File: config.mk
export PLATFORM = sky130hd
export DESIGN_NAME = sram_arbiter
export DESIGN_NICKNAME = d
export VERILOG_FILES = /design/src/rtl/cpc_mem_pkg.sv /design/src/rtl/sram_access_timer.sv /design/src/rtl/sram_arbiter.sv
export SDC_FILE = /design/constraint.sdc
export NUM_CORES = 1
export LEC_CHECK = 0
export CAP_MARGIN = 20
export CORE_ASPECT_RATIO = 1.25
export CORE_UTILIZATION = 49
export CTS_CLUSTER_SIZE = 20
export DETAILED_ROUTE_END_ITERATION = 8
export GPL_TIMING_DRIVEN = 0
export HOLD_SLACK_MARGIN = 0.1
export PLACE_DENSITY = 0.8
export SYNTH_ARGS = -nofsm -noshare
export SYNTH_HDL_FRONTEND = slang
export SYNTH_SLANG_ARGS = --single-unit
File: constraint.sdc
create_clock -name clk -period 5.7 [get_ports clk]
set_clock_uncertainty 0.15 [all_clocks]
set_input_delay 1.14 -clock clk [delete_from_list [all_inputs] [get_ports clk]]
set_output_delay 1.14 -clock clk [all_outputs]
set_load 0.01 [all_outputs]
File: src/rtl/cpc_mem_pkg.sv
// Shared definitions for the CPC SRAM arbiter: address width, requester ids and FSM states.
package cpc_mem_pkg;

    localparam int AW = 21;

    typedef enum logic [1:0] {
        REQ_VID  = 2'd0,
        REQ_CPU  = 2'd1,
        REQ_HOST = 2'd2
    } req_id_e;

    typedef enum logic [1:0] {
        ST_ARB      = 2'd0,
        ST_ACCESS   = 2'd1,
        ST_HOSTWAIT = 2'd2
    } state_e;

endpackage

File: src/rtl/sram_access_timer.sv
// Counts the ACC_CYCLES phases of one SRAM access; the write strobe is registered and
// low for phases 1..ACC_CYCLES-1, last_o marks the edge on which read data is captured.
module sram_access_timer #(
    parameter int ACC_CYCLES = 2
) (
    input  logic clk,
    input  logic reset,
    input  logic start_i,
    input  logic wr_i,
    output logic last_o,
    output logic we_n_o
);
    localparam int CW = $clog2(ACC_CYCLES);

    logic [CW-1:0] cnt_q;
    logic          busy_q;
    logic          wr_q;
    logic          we_n_q;

    assign last_o = busy_q && (cnt_q == CW'(ACC_CYCLES - 1));
    assign we_n_o = we_n_q;

    always_ff @(posedge clk or posedge reset) begin
        if (reset) begin
            busy_q <= 1'b0;
            cnt_q  <= '0;
            wr_q   <= 1'b0;
            we_n_q <= 1'b1;
        end else if (start_i) begin
            busy_q <= 1'b1;
            cnt_q  <= '0;
            wr_q   <= wr_i;
            we_n_q <= 1'b1;
        end else if (last_o) begin
            busy_q <= 1'b0;
            cnt_q  <= '0;
            we_n_q <= 1'b1;
        end else if (busy_q) begin
            cnt_q  <= cnt_q + CW'(1);
            we_n_q <= ~wr_q;
        end
    end

endmodule

File: src/rtl/sram_arbiter.sv
// Shares the external byte SRAM between video fetch, CPU and host word writer (fixed
// priority, non-preemptive); request in ARB at T completes at T+ACC_CYCLES+1.
module sram_arbiter
    import cpc_mem_pkg::*;
#(
    parameter int ACC_CYCLES = 2
) (
    input  logic          clk,
    input  logic          reset,
    input  logic          vid_req,
    input  logic [AW-1:0] vid_addr,
    output logic [7:0]    vid_data,
    output logic          vid_valid,
    output logic          vid_overrun,
    input  logic          cpu_req,
    input  logic          cpu_we,
    input  logic [AW-1:0] cpu_addr,
    input  logic [7:0]    cpu_wdata,
    output logic [7:0]    cpu_rdata,
    output logic          cpu_ack,
    input  logic          host_req,
    input  logic [AW-1:0] host_addr,
    input  logic [31:0]   host_data,
    output logic          host_ack,
    output logic [AW-1:0] sram_addr,
    output logic [7:0]    sram_dout,
    output logic          sram_dout_oe,
    input  logic [7:0]    sram_din,
    output logic          sram_we_n
);
    state_e        state_q;
    req_id_e       req_id_q;
    logic          req_we_q;
    logic          vid_pend_q, vid_overrun_q, vid_valid_q, cpu_ack_q, host_ack_q, oe_q;
    logic [AW-1:0] vid_addr_q, addr_q;
    logic [7:0]    vid_data_q, cpu_rdata_q, dout_q;
    logic [1:0]    host_idx_q;
    logic [AW-3:0] host_base_q, host_base_d;
    logic [31:0]   host_word_q, host_word_d;

    logic          arb_en, vid_want, cpu_want, host_want;
    logic          grant_vid, grant_cpu, grant_host, grant, grant_we, acc_last;
    logic [AW-1:0] grant_addr;
    logic [7:0]    grant_dout;
    logic          unused_host_lsb;

    // Host addresses are word aligned; the low two bits are don't-care.
    assign unused_host_lsb = ^host_addr[1:0];

    assign arb_en     = (state_q == ST_ARB) || (state_q == ST_HOSTWAIT);
    assign vid_want   = vid_pend_q || vid_req;
    assign cpu_want   = cpu_req && !cpu_ack_q;
    assign host_want  = (state_q == ST_ARB) && !host_ack_q && (host_req || host_idx_q != 2'd0);
    assign grant_vid  = arb_en && vid_want;
    assign grant_cpu  = arb_en && !vid_want && cpu_want;
    assign grant_host = arb_en && !vid_want && !cpu_want && host_want;
    assign grant      = grant_vid || grant_cpu || grant_host;
    assign grant_we   = grant_host || (grant_cpu && cpu_we);

    // The word is latched with byte 0 so a host dropping req mid-word cannot corrupt it.
    assign host_base_d = (host_idx_q == 2'd0) ? host_addr[AW-1:2] : host_base_q;
    assign host_word_d = (host_idx_q == 2'd0) ? host_data : host_word_q;

    always_comb begin
        grant_addr = {host_base_d, host_idx_q};
        grant_dout = host_word_d[{host_idx_q, 3'b000} +: 8];
        if (grant_vid) begin
            grant_addr = vid_pend_q ? vid_addr_q : vid_addr;
            grant_dout = 8'h00;
        end else if (grant_cpu) begin
            grant_addr = cpu_addr;
            grant_dout = cpu_wdata;
        end
    end

    sram_access_timer #(
        .ACC_CYCLES(ACC_CYCLES)
    ) u_timer (
        .clk    (clk),
        .reset  (reset),
        .start_i(grant),
        .wr_i   (grant_we),
        .last_o (acc_last),
        .we_n_o (sram_we_n)
    );

    always_ff @(posedge clk or posedge reset) begin
        if (reset) begin
            state_q       <= ST_ARB;
            req_id_q      <= REQ_VID;
            req_we_q      <= 1'b0;
            vid_pend_q    <= 1'b0;
            vid_overrun_q <= 1'b0;
            vid_valid_q   <= 1'b0;
            cpu_ack_q     <= 1'b0;
            host_ack_q    <= 1'b0;
            oe_q          <= 1'b0;
            vid_addr_q    <= '0;
            addr_q        <= '0;
            vid_data_q    <= 8'h00;
            cpu_rdata_q   <= 8'h00;
            dout_q        <= 8'h00;
            host_idx_q    <= 2'd0;
            host_base_q   <= '0;
            host_word_q   <= 32'h0;
        end else begin
            vid_valid_q <= 1'b0;
            cpu_ack_q   <= 1'b0;
            vid_pend_q  <= (vid_pend_q && !grant_vid) || (vid_req && (vid_pend_q || !grant_vid));
            if (vid_req) begin
                vid_addr_q <= vid_addr;
            end
            if (vid_req && vid_pend_q && !grant_vid) begin
                vid_overrun_q <= 1'b1;
            end
            if (host_ack_q && !host_req) begin
                host_ack_q <= 1'b0;
            end
            case (state_q)
                ST_ARB, ST_HOSTWAIT: begin
                    if (grant) begin
                        state_q  <= ST_ACCESS;
                        req_id_q <= grant_vid ? REQ_VID : (grant_cpu ? REQ_CPU : REQ_HOST);
                        req_we_q <= grant_we;
                        addr_q   <= grant_addr;
                        dout_q   <= grant_dout;
                        oe_q     <= grant_we;
                        if (grant_host) begin
                            host_base_q <= host_base_d;
                            host_word_q <= host_word_d;
                        end
                    end else if (state_q == ST_HOSTWAIT && !host_req) begin
                        state_q <= ST_ARB;
                    end
                end
                ST_ACCESS: begin
                    if (acc_last) begin
                        oe_q    <= 1'b0;
                        state_q <= (host_ack_q && host_req) ? ST_HOSTWAIT : ST_ARB;
                        case (req_id_q)
                            REQ_VID: begin
                                vid_data_q  <= sram_din;
                                vid_valid_q <= 1'b1;
                            end
                            REQ_CPU: begin
                                if (!req_we_q) begin
                                    cpu_rdata_q <= sram_din;
                                end
                                cpu_ack_q <= 1'b1;
                            end
                            default: begin
                                host_idx_q <= host_idx_q + 2'd1;
                                if (host_idx_q == 2'd3) begin
                                    host_ack_q <= 1'b1;
                                    state_q    <= ST_HOSTWAIT;
                                end
                            end
                        endcase
                    end
                end
                default: state_q <= ST_ARB;
            endcase
        end
    end

    assign vid_data     = vid_data_q;
    assign vid_valid    = vid_valid_q;
    assign vid_overrun  = vid_overrun_q;
    assign cpu_rdata    = cpu_rdata_q;
    assign cpu_ack      = cpu_ack_q;
    assign host_ack     = host_ack_q;
    assign sram_addr    = addr_q;
    assign sram_dout    = dout_q;
    assign sram_dout_oe = oe_q;

endmodule
==> results.json, run 1 <==
{
  "status": "complete, no violations",
  "fill_cells": 912,
  "cts.sink_count": 134,
  "synthDistinctLibCells": 47,
  "fmax_mhz": 288,
  "ant_nets": 0,
  "synth_cells": 463,
  "ctsRootBufferMaster": "clkbuf_16",
  "finalHoldViolations": 0,
  "multiInputGateArea_um2": 2900,
  "synth_top_area_share": 0.514,
  "cts_max_level": 4,
  "yosysMostFrequentCell": "dfrtp_1",
  "power_frac_comb": 0.440,
  "powerDensity_nw_per_um2": 560,
  "drt-initial-drc-count": 269,
  "drive_gt1_frac": 0.247,
  "antenna_cells": 0,
  "die_x_um": 105,
  "cpMostUsedCell": "clkbuf_1",
  "synth-edff-count": 0,
  "power_frac_seq": 0.311,
  "p_leak_uw": 0.00394,
  "place_congestion": 0.870,
  "end_kind": "flop",
  "slowest_delay_ps": 520,
  "netSwitchingPower_uw": 1650,
  "synth_area_um2": 6470,
  "post-cts-setup-buffer-count": 0,
  "period_share": 0.610,
  "wire_per_inst_um": 21.0,
  "cts_tree": "done",
  "cp_top_family": "buffers and inverters",
  "antenna_found_initial": 0,
  "num_rows": 46,
  "clk_latency_ps": 410,
  "holdCritPathClass": "flop to flop",
  "cp_num_buf_inv": 6,
  "place_inst": 796,
  "drtPass1Iterations": 4,
  "ys.flop_type": "dfrtp_1",
  "nNetsFinal": 766,
  "numCtsBuffers": 17,
  "avgSynthCellArea_um2": 14.0,
  "start_kind": "flop",
  "post_cts_resized": 0,
  "dp_hpwl_mm": 12.7,
  "async_flop_share": 1.00,
  "power_uw": 5060,
  "vdd_ir_drop_max_v": 0.000292,
  "ys_ff_latch": 134,
  "path_clk_slew_ps": 60,
  "regArea_um2": 3350,
  "io_buffers": 164,
  "area_growth_pct": 39.6,
  "crit_required_ps": 5810,
  "crit_path_cell_trace": "clkbuf_1 -> buf_2 -> inv_1 -> ha_1 -> buf_2 -> nor2b_1 -> or4_1 -> clkbuf_1 -> clkbuf_1 -> a32oi_1 -> o21ai_0",
  "pin_count": 168,
  "cp_max_fo": 10,
  "synthTopCellsByCount": "133 x dfrtp_1, 55 x mux2_2, 51 x mux2i_1",
  "maxSlewViolCount": 0,
  "grt_pass1_wl_mm": 27.4,
  "num_vias": 4807,
  "syn_nets": 582,
  "yosysSeqAreaShare": 0.518,
  "max-clock-path-buffers": 2,
  "final.setup.tns_ps": 0,
  "die_h_um": 130,
  "worst-path-stages": 11,
  "die_area_um2": 13700,
  "slew_headroom": 0.474,
  "synth-warning-count": 0,
  "intPower_uw": 3410,
  "hold_depth": 1,
  "fin_crit_ps": 3470,
  "crit_slowest_cell": "clkbuf_1",
  "via_per_inst": 5.81,
  "synthTopCellsByArea": "dfrtp_1 51%, mux2_2 9.6%, mux2i_1 7.9%",
  "grt_max_degree": 71,
  "stdcell_count": 828,
  "ctsHoldBuffers": 0,
  "drc": 0,
  "fin_util": 0.707,
  "overflow": 0,
  "setup_viol": 0,
  "finalWirelength_mm": 17.4,
  "pwr-share-clk": 0.249,
  "rsz0062_at_grt": "no",
  "start_util": 0.507,
  "yosysTopAreaCell": "dfrtp_1",
  "crit_type": "flop to flop",
  "worstMarginPinSlew_ps": 785,
  "arrival_ps": 3580,
  "swShare": 0.327,
  "grt_pass1_vias": 5269,
  "reg2regPathDepth": 11,
  "core_um2": 12800,
  "max_cap_violations": 0,
  "grt_use_total": 0.266
}
==> per-stage QoR <==
stage	instance area [µm²]	hold WS (ps)	setup WS, ps
after floorplan	6470	300	829
after global placement	8320	316	-941
after detailed placement	8360	321	2260
after CTS	9040	340	2240
after global routing	9040	369	2090
final	9040	334	2230
==> logic make-up after synthesis <==
logic type / after synthesis / share of synthesized area
AOI/OAI and AO/OA: 95 / 0.110
and+or+nand+nor: 35 / 0.0333
DFF: 134 / 0.518
xor gates and xnor gates: 2 / 0.00271
muxes: 151 / 0.296
adders and majority gates: 3 / 0.00541
buffers and inverters: 43 / 0.0338
==> final timing paths <==
kind                                from               to  slack, ps
setup reg to reg           host_idx_q[1]     sram_addr[3]       2230
max in group asynchronous          reset      vid_data[0]       3610
setup / recovery           host_idx_q[1]     sram_addr[3]       2230
hold / removal                  req_we_q         req_we_q        330
hold reg to reg                 req_we_q         req_we_q        330
min in group asynchronous          reset  host_base_q[12]       1050
==> sequential cells by signal, indices dropped and copies added, names as in the netlist, 2 cells and up <==
register / count
host_word_q: 32
sram_addr: 21
vid_addr_q: 21
host_base_q: 19
cpu_rdata: 8
sram_dout: 8
vid_data: 8
host_idx_q: 2
req_id_q: 2
state_q: 2
==> layout by cell type (no fill, tap or decap), types with 6 or more instances in the layout <==
master,netlist,final
a21oi_1,13,13
a221o_1,7,7
a32oi_1,9,9
buf_2,13,13
bufinv_16,0,6
clkbuf_1,16,16
clkbuf_16,0,17
clkdlybuf4s50_1,0,164
dfrtp_1,133,133
mux2_2,55,55
mux2_4,30,30
mux2i_1,51,51
mux4_2,15,15
nand2_1,10,10
nor3_1,7,7
o21ai_0,20,20
o22a_1,20,20
o2bb2ai_1,11,11
==> layer usage <==
metal	part of all wire	up-vias	routed length, µm	GRT usage
li1	-	2113	-	-
met2	0.51	193	8870	0.471
met1	0.40	2471	6990	0.308
met5	0	-	0	0
met4	0.026	0	451	0.109
met3	0.063	30	1090	0.0724
==> final cells by class <==
cell class | count | area share
Buffer | 37 | 0.0217
Clock buffer | 19 | 0.0501
Clock inverter | 13 | 0.0251
Inverter | 6 | 0.00305
Multi-Input combinational cell | 286 | 0.321
Sequential cell | 134 | 0.371
Tap cell | 168 | 0.0233
Timing Repair Buffer | 165 | 0.185
==> power by group through the flow <==
stage	clock, µW	combinational [µW]	sequential (µW)
6_report	1260	2220	1570
5_1_grt	1310	2380	1620
4_1_cts	1270	2240	1570
3_5_place_dp	0	2220	1580
3_3_place_gp	0	2140	1550
2_1_floorplan	0	1390	1600
(Power assumes the default switching activity.)
==> run 2, diff against run 1 <==
Clock period 5.7 ns to 3.47 ns, I/O delays scaled along.
==> run 2 against run 1 <==
Against the previous run:
- register-to-register slack got worse by 2100 ps
- final area down 0.93%
- non-clock buffer count is 2 higher
- global-route usage increased by 0.40 points
- die area unchanged
- total power is 57% higher
- largest cell class unchanged
- highest routed layer unchanged
==> results.json, run 2 (same netlist as run 1, synthesis figures left out) <==
{
  "crit_required_ps": 3590,
  "largest_reg_flops": 32,
  "antenna_found_initial": 0,
  "crit_slowest_cell": "or4_1",
  "clk_latency_ps": 420,
  "num_rows": 46,
  "die_h_um": 130,
  "max_cap_violations": 0,
  "core_um2": 12800,
  "finalHoldViolations": 0,
  "final_common_cell": "clkdlybuf4s50_1",
  "max-clock-path-buffers": 2,
  "crit_type": "flop to flop",
  "slowest_delay_ps": 400,
  "min_from": "vid_overrun",
  "cp_top_family": "buffers and inverters",
  "hold_depth": 1,
  "status": "complete, no violations",
  "fmax_mhz": 303,
  "layout_common_cells": "164 x clkdlybuf4s50_1, 133 x dfrtp_1, 55 x mux2_2, 51 x mux2i_1, 30 x mux2_4",
  "maxSlewViolCount": 0,
  "place_congestion": 0.850,
  "crit_path_cell_trace": "buf_4 -> buf_2 -> inv_1 -> ha_1 -> buf_2 -> nor2b_1 -> or4_1 -> clkbuf_1 -> clkbuf_1 -> a32oi_1 -> o21ai_0",
  "via_per_inst": 5.75,
  "finalWirelength_mm": 17.6,
  "worstMarginPinSlew_ps": 862,
  "drt-initial-drc-count": 231,
  "arrival_ps": 3420,
  "path_clk_slew_ps": 60,
  "dp_hpwl_mm": 12.9,
  "start_kind": "flop",
  "overflow": 0,
  "grt_pass1_vias": 5174,
  "regToRegSetupSlack_ps": 170,
  "end_kind": "flop",
  "period_share": 0.952,
  "final.setup.tns_ps": 0,
  "cts_max_level": 4,
  "antenna_cells": 0,
  "rsz0062_at_grt": "no",
  "r2r-start": "host_idx_q[0]",
  "fill_cells": 914,
  "cp_max_fo": 10,
  "ctsRootBufferMaster": "clkbuf_16",
  "holdCritPathClass": "flop to flop",
  "grt_pass1_wl_mm": 27.8,
  "nNetsFinal": 768,
  "numCtsBuffers": 17,
  "pin_count": 168,
  "vdd_ir_drop_max_v": 0.000501,
  "powerDensity_nw_per_um2": 888,
  "cts.sink_count": 134,
  "grt_use_total": 0.270,
  "holdWs_ps": 319,
  "worst_slack_ps": 167,
  "setup_viol": 0,
  "reg2regPathDepth": 11,
  "cts_tree": "done",
  "ant_nets": 0,
  "die_area_um2": 13700,
  "fin_crit_ps": 3300,
  "drc": 0,
  "die_x_um": 105,
  "wire_per_inst_um": 21.3,
  "area_growth_pct": 38.3,
  "fin_util": 0.701,
  "holdPathEnd": "vid_overrun",
  "num_vias": 4772,
  "slew_headroom": 0.424,
  "pre_cts_slack_ps": 78.3,
  "p_leak_uw": 0.00391,
  "cp_num_buf_inv": 6,
  "r2r_end": "sram_addr[5]",
  "io_buffers": 164,
  "grt_max_degree": 42,
  "drive_gt1_frac": 0.248,
  "top_register": "host_word_q",
  "drtPass1Iterations": 4,
  "start_util": 0.507
}
-- run 2: area by class of cell --
type / count / area (µm²) / share of cell area
flip-flops and latches: 134 / 3350 / 0.375
multi-input cells: 286 / 2900 / 0.324
repair buffers: 167 / 1700 / 0.190
clock buffers: 23 / 488 / 0.0545
well taps: 168 / 210 / 0.0235
plain buffers: 37 / 198 / 0.0221
clock inverters: 9 / 75.1 / 0.00839
inverters: 6 / 26.3 / 0.00294
-- run 2: stage by stage --
| stage | total power [µW] | area [µm²] | std cells |
|---|---|---|---|
| floorplan | 4910 | 6480 | 463 |
| global placement | 6080 | 8330 | 795 |
| detailed placement | 6240 | 8390 | 798 |
| CTS | 7980 | 8950 | 830 |
| global route | 8370 | 8950 | 830 |
| finish | 7950 | 8950 | 830 |
-- run 2: metal layers --
layer  GRT usage  vias to the layer above  share of wire  wire length, µm
li1            -                     2124              -                -
met1       0.322                     2416           0.40             7010
met2       0.475                      199           0.51             9040
met3      0.0704                       33          0.067             1190
met4       0.100                        0          0.024              416
met5           0                        -              0                0
-- run 2: how the worst max path moves through the flow --
stage,startpoint,to,cells past startpoint
3_3_place_gp,reset,vid_data[2],2
3_5_place_dp,host_idx_q[1],sram_addr[5],11
5_1_grt,host_idx_q[0],sram_addr[5],11
6_report,host_idx_q[0],sram_addr[5],11
2_1_floorplan,host_idx_q[1],sram_addr[2],11
4_1_cts,host_idx_q[0],sram_addr[5],11
-- run 2: where the power goes --
group / internal [µW] / switching (µW) / total [µW]
sequential: 2220 / 375 / 2590
combinational: 2000 / 1650 / 3650
clock: 1050 / 657 / 1710
total: 5270 / 2680 / 7950
-- run 2: repair_timing --
action                                 4_1_cts  5_1_grt
gates resized for setup                      1        0
setup endpoints to repair                    1        0
buffers inserted                             0        0
hold buffers                                 0        0
endpoints found under the hold margin        0        0
